$ cat src/rtl/loader_mem_bridge_if.sv
// Loader / RAM / CPU-side signal bundle for loader_mem_bridge.
// slave is the bridge's view, master is the environment's view.
interface loader_mem_bridge_if #(
    parameter int ADDR = 16,
    parameter int DATA = 8
);
    logic            loader_wr;
    logic            loader_download;
    logic [ADDR-1:0] loader_addr;
    logic [DATA-1:0] loader_data;
    logic [ADDR-1:0] execute_addr;
    logic            execute_enable;
    logic            ram_busy;
    logic            ram_wr;
    logic [ADDR-1:0] ram_addr;
    logic [DATA-1:0] ram_data;
    logic            cpu_hold;
    logic            fifo_overflow;
    logic            cpu_fetch;
    logic            cpu_rd;
    logic            inj_active;
    logic [7:0]      inj_data;

    modport slave (
        input  loader_wr, loader_download, loader_addr, loader_data,
        input  execute_addr, execute_enable, ram_busy,
        input  cpu_fetch, cpu_rd,
        output ram_wr, ram_addr, ram_data, cpu_hold, fifo_overflow,
        output inj_active, inj_data
    );

    modport master (
        output loader_wr, loader_download, loader_addr, loader_data,
        output execute_addr, execute_enable, ram_busy,
        output cpu_fetch, cpu_rd,
        input  ram_wr, ram_addr, ram_data, cpu_hold, fifo_overflow,
        input  inj_active, inj_data
    );
endinterface

$ cat src/rtl/loader_mem_bridge.sv
// Loader byte stream -> RAM write FIFO, Z80 hold, and JP nn exec injection.
// Define LOADER_EXEC_INJECT_EN to build the execute-address injector.
module loader_mem_bridge #(
    parameter int DEPTH = 4,
    parameter int ADDR  = 16,
    parameter int DATA  = 8
) (
    input logic              clock,
    input logic              reset,
    loader_mem_bridge_if.slave bus
);
    localparam int PW = (DEPTH > 1) ? $clog2(DEPTH) : 1;
    localparam int W  = ADDR + DATA;

    logic [W-1:0]  mem [DEPTH];
    logic [PW-1:0] wptr;
    logic [PW-1:0] rptr;
    logic [PW:0]   count;
    logic          fifo_empty;
    logic          fifo_full;
    logic          pop;
    logic          push;
    logic          drop;
    logic          dl_q;
    logic          dl_rise;

    assign fifo_empty = (count == '0);
    assign fifo_full  = (count == (PW+1)'(DEPTH));
    assign pop        = !fifo_empty && !bus.ram_busy;
    // A full FIFO still accepts a byte when the head leaves this cycle.
    assign push       = bus.loader_wr && (!fifo_full || pop);
    assign drop       = bus.loader_wr && fifo_full && !pop;
    assign dl_rise    = bus.loader_download && !dl_q;

    always_ff @(posedge clock) begin
        if (push) begin
            mem[wptr] <= {bus.loader_addr, bus.loader_data};
        end
    end

    always_ff @(posedge clock) begin
        if (reset) begin
            wptr              <= '0;
            rptr              <= '0;
            count             <= '0;
            dl_q              <= 1'b0;
            bus.ram_wr        <= 1'b0;
            bus.ram_addr      <= '0;
            bus.ram_data      <= '0;
            bus.cpu_hold      <= 1'b0;
            bus.fifo_overflow <= 1'b0;
        end else begin
            dl_q         <= bus.loader_download;
            bus.cpu_hold <= bus.loader_download | !fifo_empty | bus.ram_wr;
            bus.ram_wr   <= pop;
            if (pop) begin
                {bus.ram_addr, bus.ram_data} <= mem[rptr];
                rptr <= rptr + 1'b1;
            end
            if (push) begin
                wptr <= wptr + 1'b1;
            end
            unique case ({push, pop})
                2'b10:   count <= count + 1'b1;
                2'b01:   count <= count - 1'b1;
                default: count <= count;
            endcase
            if (dl_rise) begin
                bus.fifo_overflow <= 1'b0;
            end
            if (drop) begin
                bus.fifo_overflow <= 1'b1;
            end
        end
    end

`ifdef LOADER_EXEC_INJECT_EN
    typedef enum logic [2:0] {
        INJ_IDLE,
        INJ_ARMED,
        INJ_OP,
        INJ_LO,
        INJ_HI
    } inj_t;

    inj_t            inj;
    logic            exec_pending;
    logic [ADDR-1:0] exec_addr_q;
    logic            inj_locked;

    assign inj_locked = (inj == INJ_OP) || (inj == INJ_LO) || (inj == INJ_HI);

    // Outputs are loaded together with the state so they track it exactly.
    always_ff @(posedge clock) begin
        if (reset) begin
            inj            <= INJ_IDLE;
            exec_pending   <= 1'b0;
            exec_addr_q    <= '0;
            bus.inj_active <= 1'b0;
            bus.inj_data   <= '0;
        end else if (dl_rise) begin
            inj            <= INJ_IDLE;
            exec_pending   <= 1'b0;
            bus.inj_active <= 1'b0;
            bus.inj_data   <= '0;
        end else begin
            if (bus.execute_enable && !inj_locked) begin
                exec_addr_q  <= bus.execute_addr;
                exec_pending <= 1'b1;
            end
            unique case (inj)
                INJ_IDLE: begin
                    if (exec_pending) begin
                        inj <= INJ_ARMED;
                    end
                end
                INJ_ARMED: begin
                    if (!bus.cpu_hold && fifo_empty &&
                        !bus.loader_download) begin
                        inj            <= INJ_OP;
                        bus.inj_active <= 1'b1;
                        bus.inj_data   <= 8'hC3;
                    end
                end
                INJ_OP: begin
                    if (bus.cpu_fetch) begin
                        inj          <= INJ_LO;
                        bus.inj_data <= exec_addr_q[7:0];
                    end
                end
                INJ_LO: begin
                    if (bus.cpu_rd) begin
                        inj          <= INJ_HI;
                        bus.inj_data <= exec_addr_q[15:8];
                    end
                end
                INJ_HI: begin
                    if (bus.cpu_rd) begin
                        inj            <= INJ_IDLE;
                        exec_pending   <= 1'b0;
                        bus.inj_active <= 1'b0;
                        bus.inj_data   <= '0;
                    end
                end
                default: begin
                    inj            <= INJ_IDLE;
                    bus.inj_active <= 1'b0;
                    bus.inj_data   <= '0;
                end
            endcase
        end
    end
`else
    logic unused_exec;

    assign unused_exec    = ^{bus.execute_addr, bus.execute_enable,
                              bus.cpu_fetch, bus.cpu_rd};
    assign bus.inj_active = 1'b0;
    assign bus.inj_data   = '0;
`endif
endmodule

$ cat src/flat_wrapper.sv
// flat-port wrapper written by rule: the top's interface ports become plain ports
module loader_mem_bridge_flat 
#(
    parameter int DEPTH = 4,
    parameter int ADDR  = 16,
    parameter int DATA  = 8
)
  (clock, reset, bus_loader_wr, bus_loader_download, bus_loader_addr, bus_loader_data, bus_execute_addr, bus_execute_enable, bus_ram_busy, bus_cpu_fetch, bus_cpu_rd, bus_ram_wr, bus_ram_addr, bus_ram_data, bus_cpu_hold, bus_fifo_overflow, bus_inj_active, bus_inj_data);
  loader_mem_bridge_if #(.ADDR(ADDR), .DATA(DATA)) bus_i ();
  input logic clock;
  input logic reset;
  input wire logic [$bits(bus_i.loader_wr)-1:0] bus_loader_wr;
  input wire logic [$bits(bus_i.loader_download)-1:0] bus_loader_download;
  input wire logic [$bits(bus_i.loader_addr)-1:0] bus_loader_addr;
  input wire logic [$bits(bus_i.loader_data)-1:0] bus_loader_data;
  input wire logic [$bits(bus_i.execute_addr)-1:0] bus_execute_addr;
  input wire logic [$bits(bus_i.execute_enable)-1:0] bus_execute_enable;
  input wire logic [$bits(bus_i.ram_busy)-1:0] bus_ram_busy;
  input wire logic [$bits(bus_i.cpu_fetch)-1:0] bus_cpu_fetch;
  input wire logic [$bits(bus_i.cpu_rd)-1:0] bus_cpu_rd;
  output wire logic [$bits(bus_i.ram_wr)-1:0] bus_ram_wr;
  output wire logic [$bits(bus_i.ram_addr)-1:0] bus_ram_addr;
  output wire logic [$bits(bus_i.ram_data)-1:0] bus_ram_data;
  output wire logic [$bits(bus_i.cpu_hold)-1:0] bus_cpu_hold;
  output wire logic [$bits(bus_i.fifo_overflow)-1:0] bus_fifo_overflow;
  output wire logic [$bits(bus_i.inj_active)-1:0] bus_inj_active;
  output wire logic [$bits(bus_i.inj_data)-1:0] bus_inj_data;
  assign bus_i.loader_wr = bus_loader_wr;
  assign bus_i.loader_download = bus_loader_download;
  assign bus_i.loader_addr = bus_loader_addr;
  assign bus_i.loader_data = bus_loader_data;
  assign bus_i.execute_addr = bus_execute_addr;
  assign bus_i.execute_enable = bus_execute_enable;
  assign bus_i.ram_busy = bus_ram_busy;
  assign bus_i.cpu_fetch = bus_cpu_fetch;
  assign bus_i.cpu_rd = bus_cpu_rd;
  assign bus_ram_wr = bus_i.ram_wr;
  assign bus_ram_addr = bus_i.ram_addr;
  assign bus_ram_data = bus_i.ram_data;
  assign bus_cpu_hold = bus_i.cpu_hold;
  assign bus_fifo_overflow = bus_i.fifo_overflow;
  assign bus_inj_active = bus_i.inj_active;
  assign bus_inj_data = bus_i.inj_data;
  loader_mem_bridge #(.DEPTH(DEPTH), .ADDR(ADDR), .DATA(DATA)) u_core (.clock(clock), .reset(reset), .bus(bus_i));
endmodule
$ cat config.mk
export PLATFORM = sky130hd
export DESIGN_NAME = loader_mem_bridge_flat
export DESIGN_NICKNAME = d
export VERILOG_FILES = /design/src/rtl/loader_mem_bridge_if.sv /design/src/rtl/loader_mem_bridge.sv /design/src/flat_wrapper.sv
export SDC_FILE = /design/constraint.sdc
export NUM_CORES = 1
export LEC_CHECK = 0
export ABC_AREA = 1
export CAP_MARGIN = 20
export CELL_PAD_IN_SITES_DETAIL_PLACEMENT = 0
export CELL_PAD_IN_SITES_GLOBAL_PLACEMENT = 2
export CORE_ASPECT_RATIO = 0.6
export CORE_MARGIN = 5
export CORE_UTILIZATION = 39
export CTS_CLUSTER_SIZE = 16
export DETAILED_ROUTE_END_ITERATION = 10
export DONT_BUFFER_PORTS = 1
export PLACE_DENSITY = 0.84
export SLEW_MARGIN = 10
export SYNTH_ARGS = -nofsm -noshare
export SYNTH_HDL_FRONTEND = slang
export SYNTH_SLANG_ARGS = --single-unit
$ cat constraint.sdc
create_clock -name clock -period 2.7 [get_ports clock]
set_input_delay 0.27 -clock clock [delete_from_list [all_inputs] [get_ports clock]]
set_output_delay 0.27 -clock clock [all_outputs]
set_load 0.01 [all_outputs]
==> flow_metrics.py <==
metrics = {
    "timing": {
        "final-max-slew-violation-count": 0,
        "setup_tns_ns": 0,
        "hold_viol_final": 0,
        "finClkSkew_ns": 0.00905,
        "maxSlewHeadroom": 0.621,
        "fmax_mhz": 518,
        "fin_crit_sh": 0.715,
        "period_minus_slack_ns": 1.93,
        "setup_viol": 0,
        "tightestPinTransition_ns": 0.568,
        "rsz0062_at_grt": "no",
    },
    "finish": {
        "final_cells": 860,
        "syn_to_final_growth_pct": 17.5,
        "fin_nets": 702,
        "drive_gt1_frac": 0.0772,
    },
    "worst_setup_path": {
        "worstSetupStartpointType": "register",
        "path_class": "register to register",
        "arrival_ns": 2.23,
        "slowest_delay_ns": 0.37,
        "crit_chain": "nor2_4 -> nand3_1 -> nand2_1 -> ha_1 -> inv_1 -> fa_1 -> inv_1 -> nand2_1 -> nand3_1 -> nand2_1 -> nand2_1 -> nor2_1",
        "crit_top_cell": "nand2_1",
        "crit_required_ns": 3.00,
        "cpMaxStageDelayCell": "fa_1",
        "crit_fanout": 5,
        "cp-end-kind": "register",
    },
    "clocking": {
        "insertion_delay_ns": 0.40,
        "post-cts-setup-buffers": 0,
        "cts_root_buf": "clkbuf_16",
        "h-tree-depth": 4,
        "clockBufferDepth": 2,
        "cts_buffers": 17,
        "cts.reportedPaths.clkPinSlew_ns": 0.05,
        "cts_sinks": 131,
        "cts_tree": "built",
    },
    "global_route": {
        "grt_max_degree": 52,
        "antenna_found_initial": 1,
        "grt_pass1_vias": 3378,
        "grt_overflow_total": 0,
        "grt_usage": 0.134,
        "grt_pass1_wl_mm": 17.5,
    },
    "floorplanning": {
        "rows": 34,
        "die_w_um": 166,
        "dieArea_sq_mm": 0.0171,
        "start_util": 0.395,
        "io_pins": 84,
        "die_h_um": 103,
        "core_area_sq_mm": 0.0144,
    },
    "synth": {
        "netlist.area_leader.share": 0.508,
        "syn_inst": 619,
        "ys_top_cells_by_count": "nand2_1 (179), inv_1 (137), edfxtp_1 (96)",
        "yosysSeqAreaShare": 0.632,
        "yosysMostFrequentCell": "nand2_1",
        "synth.largest_area_cell": "edfxtp_1",
        "ys_warn_count": 0,
        "synthesis.area_sq_mm": 0.00567,
        "syn_area_per_cell_sq_um": 9.17,
        "synth_cell_type_count": 22,
        "synthArstFlopShare": 0,
        "synthTopCellsByArea": "edfxtp_1 (51%), dfxtp_1 (12%), nand2_1 (12%)",
        "ys_seq_elements": 131,
        "synth_flop_cell": "edfxtp_1",
        "synth_enable_flop_cells": 96,
    },
    "route": {
        "wl_per_cell_um": 12.7,
        "first_pass_iters": 4,
        "drtIter0Drc": 155,
        "drcViolationCount": 0,
        "wirelength_mm": 10.9,
        "vias": 3647,
        "via_per_inst": 4.24,
        "antenna_left": 0,
    },
    "place": {
        "place_hpwl_mm": 6.51,
        "routabilityCongestion": 0.708,
        "portBuffers": 0,
        "dp_cells": 802,
    },
    "power": {
        "vdd_drop_max_mv": 0.295,
        "p_leak_nw": 3.05,
        "power.density_mw_per_mm2": 901,
    },
    "outcome": {
        "status": "finished, final reports clean",
    },
    "job": {
        "maxCapViolCount": 0,
    },
    "worst_hold_path": {
        "hold_class": "input pin to register",
    },
}
## worst paths after layout
check                                     endpoint                    startpoint  depth (start not counted)  slack (ns)
min reg2reg  u_core.bus.fifo_overflow$_SDFFE_PP0P_  u_core.count[2]$_SDFFE_PP0P_                          2        0.52
max                   u_core.count[2]$_SDFFE_PP0P_  u_core.count[0]$_SDFFE_PP0P_                         12        0.77
min                         u_core.dl_q$_SDFF_PP0_           bus_loader_download                          2        0.02
max reg2reg           u_core.count[2]$_SDFFE_PP0P_  u_core.count[0]$_SDFFE_PP0P_                         12        0.77
## sequential cells by signal (all words and copies together) (netlist names)
name / cells
u_core.mem: 96
u_core.bus.ram_addr: 16
u_core.bus.ram_data: 8
u_core.count: 3
u_core.rptr: 2
u_core.wptr: 2
u_core.bus.cpu_hold: 1
u_core.bus.fifo_overflow: 1
u_core.bus.ram_wr: 1
u_core.dl_q: 1
## cell type report
class	count	area [sq um]
antenna	1	2.50
clock buffer	21	460
clock inverter	11	111
fill	1355	7710
inverter	140	526
multi-input combinational	323	1410
sequential	131	3580
tap	198	248
timing repair buffer	35	325
## critical path, delay by kind of cell (launching register included)
family | cells | cell delay [ns]
fa+ha+maj | 2 | 0.56
buf+inv | 2 | 0.13
flops | 1 | 0.36
simple gates | 8 | 0.78
## metal layers
| metal | share of wire | GRT usage | up-vias |
|---|---|---|---|
| met2 | 0.46 | 0.221 | 76 |
| met3 | 0.046 | 0.0448 | 12 |
| met5 | 0 | 0 | - |
| li1 | - | - | 1918 |
| met4 | 0.011 | 0.0475 | 0 |
| met1 | 0.48 | 0.168 | 1641 |
## cells by family (layout without fill, tap and decap cells)
group | after synthesis | after routing | share of synthesized area
flops | 131 | 131 | 0.632
other cells | 1 | 10 | 0.000661
compound gates | 11 | 11 | 0.0104
simple gates | 297 | 297 | 0.212
buf+inv | 173 | 207 | 0.131
fa+ha+maj | 6 | 6 | 0.0146
## cells in the final DEF (no fill, tap or decap), types with 2 or more instances in the layout
cell	synthesis	layout
nor2_1	60	56
ha_1	5	5
clkbuf_1	1	2
clkbuf_16	0	17
nand3_1	54	54
conb_1	1	9
buf_4	14	10
dfxtp_1	35	34
nand2_1	179	179
dlygate4sd3_1	0	25
clkinvlp_4	0	3
edfxtp_1	96	96
inv_1	137	137
bufinv_16	0	2
o21ai_0	4	4
nor2_4	1	5
inv_2	3	3
a21oi_1	5	5
clkinv_2	0	5
clkbuf_8	0	2
## where the power goes
group	internal, mW	leakage, nW	switching [mW]	total, mW
combinational	0.388	1.61	0.817	1.20
sequential	2.42	1.17	0.184	2.60
clock	1.39	0.276	0.800	2.19
total	4.20	3.05	1.80	6.00
## repair_timing
action	in CTS	in global routing
hold endpoints to repair	100	0
endpoints found under the setup margin	0	0
gates resized for setup	0	0
hold buffers	25	0
## stage by stage
step	hold WS (ns)	util	setup slack [ns]	power, mW	area [sq um]
after floorplan	0.332	-	0.549	3.60	5700
after global placement	0.334	0.406	0.797	3.79	5840
after detailed placement	0.337	0.406	0.786	3.82	5840
after CTS	0.00264	0.463	0.783	6.08	6660
after global routing	0.00619	0.464	0.596	6.40	6670
final	0.0232	0.464	0.769	6.00	6670
No activity file was read; power rests on OpenSTA's default activity.
